--- src/rtl/sc_run_ctrl_pkg.sv ---
// Shared definitions for the single-cycle CPU run controller, the CPU and the sim top.
package sc_pkg;

    typedef enum logic [1:0] {
        ST_IDLE = 2'd0,
        ST_LOAD = 2'd1,
        ST_RUN  = 2'd2,
        ST_HALT = 2'd3
    } run_state_t;

    localparam logic [5:0]  HALT_OPCODE = 6'h3F;
    localparam int unsigned MEMORY_BITS = 12;
    localparam logic [31:0] MAX_CYCLES  = 32'd100_000_000;

endpackage

--- src/rtl/sc_run_ctrl_sat_counter32.sv ---
// 32-bit cycle counter with synchronous clear, count enable and saturation at all-ones.
module sat_counter32 (
    input  logic        i_clk,
    input  logic        i_rst_n,
    input  logic        i_clr,
    input  logic        i_en,
    output logic [31:0] o_q
);

    logic [31:0] r_q;

    // Clear wins over enable; the count holds once it reaches all-ones.
    always_ff @(posedge i_clk or negedge i_rst_n) begin
        if (!i_rst_n) begin
            r_q <= '0;
        end else if (i_clr) begin
            r_q <= '0;
        end else if (i_en && (r_q != '1)) begin
            r_q <= r_q + 32'd1;
        end
    end

    assign o_q = r_q;

endmodule

--- src/rtl/sc_run_ctrl.sv ---
// Run controller for SC_CPU: loads the program image, releases the CPU, counts
// cycles and stops on a halt opcode or when the cycle budget runs out.
// Optional: SC_RUN_CTRL_SELFLOOP_EN also treats a PC held for 2 RUN cycles as a halt.
module sc_run_ctrl #(
    parameter int unsigned MEMORY_BITS = sc_pkg::MEMORY_BITS,
    parameter logic [31:0] MAX_CYCLES  = sc_pkg::MAX_CYCLES,
    parameter logic [5:0]  HALT_OPCODE = sc_pkg::HALT_OPCODE
) (
    input  logic                   clk,
    input  logic                   rst,
    input  logic                   start,
    input  logic                   load_valid,
    output logic                   load_ready,
    input  logic [MEMORY_BITS-1:0] load_addr,
    input  logic [31:0]            load_data,
    input  logic                   load_last,
    output logic                   im_we,
    output logic [MEMORY_BITS-1:0] im_waddr,
    output logic [31:0]            im_wdata,
    output logic                   cpu_rst,
    output logic                   cpu_clk_en,
    input  logic [31:0]            pc,
    input  logic [31:0]            instr,
    output logic [31:0]            cycles_consumed,
    output logic                   done,
    output logic                   timeout,
    output logic [1:0]             state
);

    import sc_pkg::*;

    run_state_t             r_state;
    run_state_t             w_next;
    logic                   r_im_we;
    logic [MEMORY_BITS-1:0] r_im_waddr;
    logic [31:0]            r_im_wdata;
    logic                   r_cpu_rst;
    logic                   r_cpu_clk_en;
    logic                   r_done;
    logic                   r_timeout;
    logic                   w_accept;
    logic                   w_enter_load;
    logic                   w_running;
    logic                   w_selfloop;
    logic                   w_halt;
    logic                   w_budget;
    logic                   w_run_halt;
    logic                   w_run_timeout;
    logic [31:0]            w_count;

    assign load_ready   = (r_state == ST_LOAD);
    assign w_accept     = load_valid && load_ready;
    assign w_enter_load = start && ((r_state == ST_IDLE) || (r_state == ST_HALT));
    assign w_running    = (r_state == ST_RUN);
    assign w_budget     = (w_count == (MAX_CYCLES - 32'd1));

`ifdef SC_RUN_CTRL_SELFLOOP_EN
    logic [31:0] r_prev_pc;
    logic        r_prev_run;
    logic        w_unused_instr;

    // Remember last cycle's PC so a jump-to-self is seen on its second RUN cycle.
    always_ff @(posedge clk or negedge rst) begin
        if (!rst) begin
            r_prev_pc  <= '0;
            r_prev_run <= 1'b0;
        end else begin
            r_prev_pc  <= pc;
            r_prev_run <= w_running;
        end
    end

    assign w_selfloop     = r_prev_run && (pc == r_prev_pc);
    assign w_unused_instr = ^instr[25:0];
`else
    logic w_unused_inputs;

    assign w_selfloop      = 1'b0;
    assign w_unused_inputs = ^{pc, instr[25:0]};
`endif

    assign w_halt = (instr[31:26] == HALT_OPCODE) || w_selfloop;

    // State register.
    always_ff @(posedge clk or negedge rst) begin
        if (!rst) begin
            r_state <= ST_IDLE;
        end else begin
            r_state <= w_next;
        end
    end

    // Next state; a halt outranks the budget expiring in the same cycle.
    always_comb begin
        w_next        = r_state;
        w_run_halt    = 1'b0;
        w_run_timeout = 1'b0;
        case (r_state)
            ST_IDLE: if (start) w_next = ST_LOAD;
            ST_LOAD: if (w_accept && load_last) w_next = ST_RUN;
            ST_RUN: begin
                if (w_halt) begin
                    w_next     = ST_HALT;
                    w_run_halt = 1'b1;
                end else if (w_budget) begin
                    w_next        = ST_HALT;
                    w_run_timeout = 1'b1;
                end
            end
            ST_HALT: if (start) w_next = ST_LOAD;
            default: w_next = ST_IDLE;
        endcase
    end

    // Registered outputs, decoded from the next state so they align with it.
    always_ff @(posedge clk or negedge rst) begin
        if (!rst) begin
            r_im_we      <= 1'b0;
            r_im_waddr   <= '0;
            r_im_wdata   <= '0;
            r_cpu_rst    <= 1'b0;
            r_cpu_clk_en <= 1'b0;
            r_done       <= 1'b0;
            r_timeout    <= 1'b0;
        end else begin
            r_im_we      <= w_accept;
            if (w_accept) begin
                r_im_waddr <= load_addr;
                r_im_wdata <= load_data;
            end
            r_cpu_rst    <= (w_next == ST_RUN) || (w_next == ST_HALT);
            r_cpu_clk_en <= (w_next == ST_RUN);
            if (w_enter_load) begin
                r_done    <= 1'b0;
                r_timeout <= 1'b0;
            end else if (w_run_halt) begin
                r_done    <= 1'b1;
                r_timeout <= 1'b0;
            end else if (w_run_timeout) begin
                r_done    <= 1'b1;
                r_timeout <= 1'b1;
            end
        end
    end

    sat_counter32 u_cycle_cnt (
        .i_clk   (clk),
        .i_rst_n (rst),
        .i_clr   (w_enter_load),
        .i_en    (w_running),
        .o_q     (w_count)
    );

    assign im_we           = r_im_we;
    assign im_waddr        = r_im_waddr;
    assign im_wdata        = r_im_wdata;
    assign cpu_rst         = r_cpu_rst;
    assign cpu_clk_en      = r_cpu_clk_en;
    assign cycles_consumed = w_count;
    assign done            = r_done;
    assign timeout         = r_timeout;
    assign state           = r_state;

endmodule

--- config.mk ---
export PLATFORM = sky130hd
export DESIGN_NAME = sc_run_ctrl
export DESIGN_NICKNAME = d
export VERILOG_FILES = /design/src/rtl/sc_run_ctrl_pkg.sv /design/src/rtl/sc_run_ctrl_sat_counter32.sv /design/src/rtl/sc_run_ctrl.sv
export SDC_FILE = /design/constraint.sdc
export NUM_CORES = 1
export LEC_CHECK = 0
export CAP_MARGIN = 20
export CORE_MARGIN = 1.5
export CORE_UTILIZATION = 60
export CTS_CLUSTER_DIAMETER = 30
export DETAILED_ROUTE_END_ITERATION = 8
export DONT_BUFFER_PORTS = 1
export PLACE_DENSITY = 0.87
export REMOVE_ABC_BUFFERS = 1
export SYNTH_ARGS = -nofsm -noshare
export SYNTH_HDL_FRONTEND = slang
export SYNTH_SLANG_ARGS = --single-unit
--- constraint.sdc ---
create_clock -name clk -period 2.6 [get_ports clk]
set_clock_uncertainty 0.15 [all_clocks]
set_input_delay 0.13 -clock clk [delete_from_list [all_inputs] [get_ports clk]]
set_output_delay 0.13 -clock clk [all_outputs]
set_load 0.02 [all_outputs]
After elaboration in Yosys (flattened, before gate mapping)
Cells that the tools add are included.
Storage, ports and cells
  output and inout port bits: 84
  logic and storage cells: 45
  register bits: 83
  bits of input ports: 113
Operators by class
  add/sub/neg operators: 1
  eq/ne operators: 8
  multiplexer cells: 17
  reductions and logical operators: 10
Operators with widths (count)
  32-bit 2-to-1 mux: 2
  32-bit by 1-bit adder with 32-bit output (second input constant): 1
  32-bit by 27-bit == test with 1-bit output (second input constant): 1
  32-bit inequality test (second input constant): 1
  1-bit 2-to-1 mux: 10
  2-bit == test (second input constant): 4
  2-bit 2-to-1 mux: 4
  6-bit == test (second input constant): 1
  2-bit case mux with 3 select lines: 1
  1-bit logical AND: 4
  3-bit nonzero test: 1
  2-bit by 1-bit == test with 1-bit output (second input constant): 1
  2-bit zero test: 1
  1-bit logical OR: 2
  2-bit nonzero test: 1
  2-bit OR reduction: 1

Longest topological paths before layout
  word-level depth: 7
  mapped depth: 8
  depth with buffers taken out: 7

Cells and area by module
A second synthesis with hierarchy kept.
Unflattened totals
  cells, all modules: 339
  area total of the unflattened synthesis: 3912.5 sq um
By module, submodules not included
  sc_run_ctrl: area an instance 2058.2 sq um, seq. area each 1276.2 sq um, instances 1, cells each 141
  sat_counter32: area an instance 1854.3 sq um, seq. area each 800.8 sq um, instances 1, cells each 198

Least setup slack after synthesis
Ideal clock, no wire load.
  kind: flip-flop to flip-flop
  start point: register r_state[0] (netlist: state[0])
  end point: register u_cycle_cnt.r_q[31] (netlist: u_cycle_cnt.o_q[31])
  data required time: 2.373 ns
  buffers on the path: 1
  period minus slack after synthesis: 2.473 ns
  arrival time: 2.246 ns
  cell stages (with the launch flop): 9
  slack: 0.127 ns
  library setup time: 0.077 ns
  cells stage by stage: dfrtp_1 inv_1 ha_1 buf_4 nand3_1 or4_4 a2111o_1 or3_1 a21oi_1
Between the ends
  cells in the longest elaborated chain, start to end: 4
  elaborated cells between the ends (all ways): 8
  those cells by class: eq/ne (2); mux (1); reduce/logical (5)
RTL lines
  start: declaration: RTL line sc_run_ctrl.sv:32  | run_state_t r_state;
  start signal: assignment: RTL line sc_run_ctrl.sv:89  | r_state <= w_next;
  2-bit == test or 2-bit zero test (tied branches): RTL line sc_run_ctrl.sv:53  | assign w_enter_load = start && ((r_state == ST_IDLE) || (r_state == ST_HALT));
  1-bit logical OR: RTL line sc_run_ctrl.sv:53
  1-bit logical AND: RTL line sc_run_ctrl.sv:53
  32-bit 2-to-1 mux or 2-bit nonzero test (tied branches)
  end signal: assignment: RTL line sc_run_ctrl_sat_counter32.sv:19  | r_q <= r_q + 32'd1;
  end: declaration: RTL line sc_run_ctrl_sat_counter32.sv:10  | logic [31:0] r_q;
Parallel ways exist; a longest one is shown, timed or not.
A chain may end at the register's enable or synchronous reset.

Worst setup path after layout
  start point: register u_cycle_cnt.r_q[0] (netlist: u_cycle_cnt.o_q[0])
  end point: register u_cycle_cnt.r_q[31] (netlist: u_cycle_cnt.o_q[31])
Between the ends
  cells in the longest elaborated chain, start to end: 3
  elaborated cells between the ends (all ways): 6
  those cells by class: add/sub (1); eq/ne (1); mux (2); reduce/logical (2)
RTL lines
  32-bit by 1-bit adder with 32-bit output or 32-bit inequality test (tied branches): RTL line sc_run_ctrl_sat_counter32.sv:19, sc_run_ctrl_sat_counter32.sv:18
  32-bit 2-to-1 mux or 1-bit logical AND (tied branches): RTL line sc_run_ctrl_sat_counter32.sv:18  | end else if (i_en && (r_q != '1)) begin
  32-bit 2-to-1 mux or 2-bit nonzero test (tied branches)
Parallel ways exist; a longest one is shown, timed or not. The select of a mux whose other input is x is not followed.

==> flow_metrics.py <==
metrics = {
    "status": {
        "status": "finished, final reports clean",
    },
    "clock_network": {
        "cts_tree": "yes",
        "numCtsBuffers": 9,
        "htreeDepth": 3,
        "clkSinkCount": 83,
        "clock-root-buffer": "clkbuf_8",
        "clk_pin_slew_ps": 80,
        "clock_latency_ps": 350,
        "cts_max_path_buffers": 2,
    },
    "die": {
        "ios": 197,
        "die_h_microns": 82.47,
        "placementRows": 28,
        "core_area_sq_um": 6026,
        "die_x_microns": 82.47,
        "initial_utilization_pct": 62.87,
        "die-area_sq_um": 6800,
    },
    "final_layout": {
        "fin_cells": 490,
        "n_fill_cell": 355,
        "multi_input_area_sq_um": 1595,
        "seqCellArea_sq_um": 2078,
        "finalNetCount": 527,
        "drive_gt1_share_pct": 24.34,
        "diodes": 0,
        "area_growth_pct": 27.01,
    },
    "sta": {
        "worst_pin_slew_ps": 699.3,
        "whs_ps": 17.79,
        "rsz0062_at_grt": "false",
        "fin_crit_sh_pct": 92.66,
        "slew_headroom_pct": 53.38,
        "finalSetupTns_ps": 0,
        "setup_viol": 0,
        "finalWorstSetupSlack_ps": 190.9,
        "final-max-slew-violation-count": 0,
        "min_period_ps": 2409,
        "clock.fmax_mhz": 415.1,
        "final_hold_viol_count": 0,
    },
    "logic_synthesis": {
        "synth_edf_count": 0,
        "yosys-top-cells-count": "dfrtp_1, mux2_2, nand2_1, nor2_1, nand3_1",
        "synth_top_cell_area_share_pct": 54.82,
        "yosys_warnings": 0,
        "yosysSeqAreaShare_pct": 54.82,
        "yosysUniqueCellTypes": 42,
        "syn_inst": 328,
        "syn_area_sq_um": 3789,
        "async_reset_ff_share_pct": 100.0,
        "synth_area_leaders": "dfrtp_1, mux2_2, xnor2_1",
        "synth.avg_cell_area_sq_um": 11.55,
        "synth_most_common_cell": "dfrtp_1",
        "synth_seq_cells": 83,
        "synthFlopType": "dfrtp_1",
        "yosysTopAreaCell": "dfrtp_1",
    },
    "placement": {
        "dpl.hpwl_microns": 6026,
        "gp_congestion": 0.8680,
        "io_buffers": 0,
        "dp.cells": 421,
        "dp_slack_ps": 91.75,
    },
    "worst_hold_path": {
        "hp-class": "input port to flip-flop",
        "whs_path_depth": 3,
    },
    "routing": {
        "via_per_inst": 6.222,
        "drtPass1Iterations": 4,
        "drtAntennaViolNets": 0,
        "dr_total_vias": 3049,
        "wl_per_cell_microns": 20.21,
        "route.detailed.drc": 0,
        "drt_iter0_drc": 219,
        "drt_wl_total_microns": 9902,
    },
    "critical_path": {
        "path_class": "flip-flop to flip-flop",
        "crit_fanout": 8,
        "startpoint_type": "flip-flop",
        "reg2regPathDepth": 6,
        "end_kind": "flip-flop",
        "worstPathArrival_ps": 2540,
        "cp.required_ps": 2730,
    },
    "power": {
        "peakVddDrop_mv": 0.6783,
        "p_leak_uw": 0.002043,
        "power_uw": 4568,
        "power_density_nw_per_um2": 949.2,
    },
    "global_route": {
        "track_usage_pct": 29.80,
        "grt_first_pass_wirelength_microns": 14720,
        "grt_max_degree": 84,
        "grt_pass1_vias": 3069,
        "globalRouteOverflowTotal": 0,
        "antenna_found_initial": 0,
    },
    "run": {
        "cap_violations": 0,
    },
}
==> where the power goes <==
group	leakage [uW]	switching [uW]	internal [uW]
registers	0.00106	775	1690
clock network	0.0000954	454	466
logic	0.000890	575	605
==> per-layer routing <==
metal  GRT usage (%)  vias to the layer above  share of wire [%]
li1                -                     1373                  -
met1           33.79                     1494                 37
met2           52.11                      156                 51
met3           8.132                       26                9.5
met4           13.39                        0                2.2
met5               0                        -                  0
==> cells in the final DEF, fill, tap and decap left out, types with 2 or more instances in the layout <==
| master | Yosys | routed |
|---|---|---|
| clkbuf_8 | 0 | 10 |
| a31oi_1 | 2 | 2 |
| nand2_1 | 24 | 24 |
| a21oi_1 | 12 | 12 |
| and4_1 | 7 | 7 |
| a211oi_1 | 6 | 6 |
| mux2_2 | 44 | 44 |
| xor2_1 | 3 | 3 |
| ha_1 | 3 | 3 |
| a2111oi_0 | 2 | 2 |
| dfrtp_1 | 83 | 82 |
| o31ai_1 | 4 | 4 |
| and3_1 | 3 | 3 |
| o21ai_0 | 9 | 9 |
| dlygate4sd3_1 | 0 | 53 |
| nor2_1 | 22 | 22 |
| nor4b_1 | 3 | 3 |
| a311oi_1 | 2 | 2 |
| nand4_1 | 5 | 5 |
| nor4_1 | 4 | 4 |
| or3_1 | 10 | 10 |
| or4_1 | 4 | 4 |
| nor3_1 | 4 | 4 |
| o221ai_1 | 2 | 2 |
| buf_4 | 1 | 32 |
| and2_1 | 3 | 2 |
| a31o_2 | 3 | 3 |
| nand3_1 | 16 | 16 |
| o211ai_1 | 3 | 3 |
| xnor2_1 | 12 | 12 |
| inv_1 | 9 | 9 |
==> what timing repair did <==
action / 4_1_cts / 5_1_grt
endpoints found under the setup margin: 0 / 3
hold endpoints to repair: 133 / 0
resized for setup: 0 / 1
hold buffers: 54 / 0
buffers inserted: 0 / 0
==> final cells by class <==
class                           count  area share [%]
Sequential cell                    83           43.19
Multi-Input combinational cell    221           33.15
Timing Repair Buffer               87           17.00
Clock buffer                       11           2.938
Tap cell                           75           1.950
Clock inverter                      4           1.066
Inverter                            9          0.7020
==> cell families (layout without fill, tap and decap cells) <==
group,Yosys count,after routing,synth area share [%]
AND/OR/NAND/NOR,110,110,15.75
AO/OA/AOI/OAI,49,49,8.785
XOR/XNOR,15,15,3.468
adder cells (fa/ha/maj),3,3,0.9909
buffers and inverters,24,111,3.104
multiplexers,44,44,13.08
flip-flops,83,83,54.82
==> through the flow <==
| stage | instance area [sq um] | util [%] |
|---|---|---|
| after floorplan | 3705 | - |
| after global placement | 4060 | 67.38 |
| after detailed placement | 4060 | 67.38 |
| after CTS | 4811 | 79.84 |
| after global routing | 4812 | 79.86 |
| final | 4812 | 79.86 |
==> registers in the layout (all words and copies together), names as in the netlist <==
name / cells
cpu_rst: 1
u_cycle_cnt.o_q: 32
im_wdata: 32
state: 2
timeout: 1
im_waddr: 12
im_we: 1
cpu_clk_en: 1
done: 1
==> path summary, 6_finish.rpt <==
kind / to / startpoint / slack (ps)
hold reg to reg: u_cycle_cnt.o_q[9]$_DFFE_PN0P_ / u_cycle_cnt.o_q[9]$_DFFE_PN0P_ / 440
max in group asynchronous: state[0]$_DFF_PN0_ / rst / 1770
setup reg to reg: u_cycle_cnt.o_q[31]$_DFFE_PN0P_ / u_cycle_cnt.o_q[0]$_DFFE_PN0P_ / 190
min in group asynchronous: u_cycle_cnt.o_q[26]$_DFFE_PN0P_ / rst / 200
setup / recovery: u_cycle_cnt.o_q[31]$_DFFE_PN0P_ / u_cycle_cnt.o_q[0]$_DFFE_PN0P_ / 190
hold / removal: state[0]$_DFF_PN0_ / instr[28] / 20
==> worst max-delay path, stage by stage (launching register included) <==
cell	delay (ps)
dfrtp_1	430
ha_1	250
and4_2	300
and3_1	250
a2111o_1	450
or3_1	370
a21oi_1	140
Power figures use the tool's default switching activity.
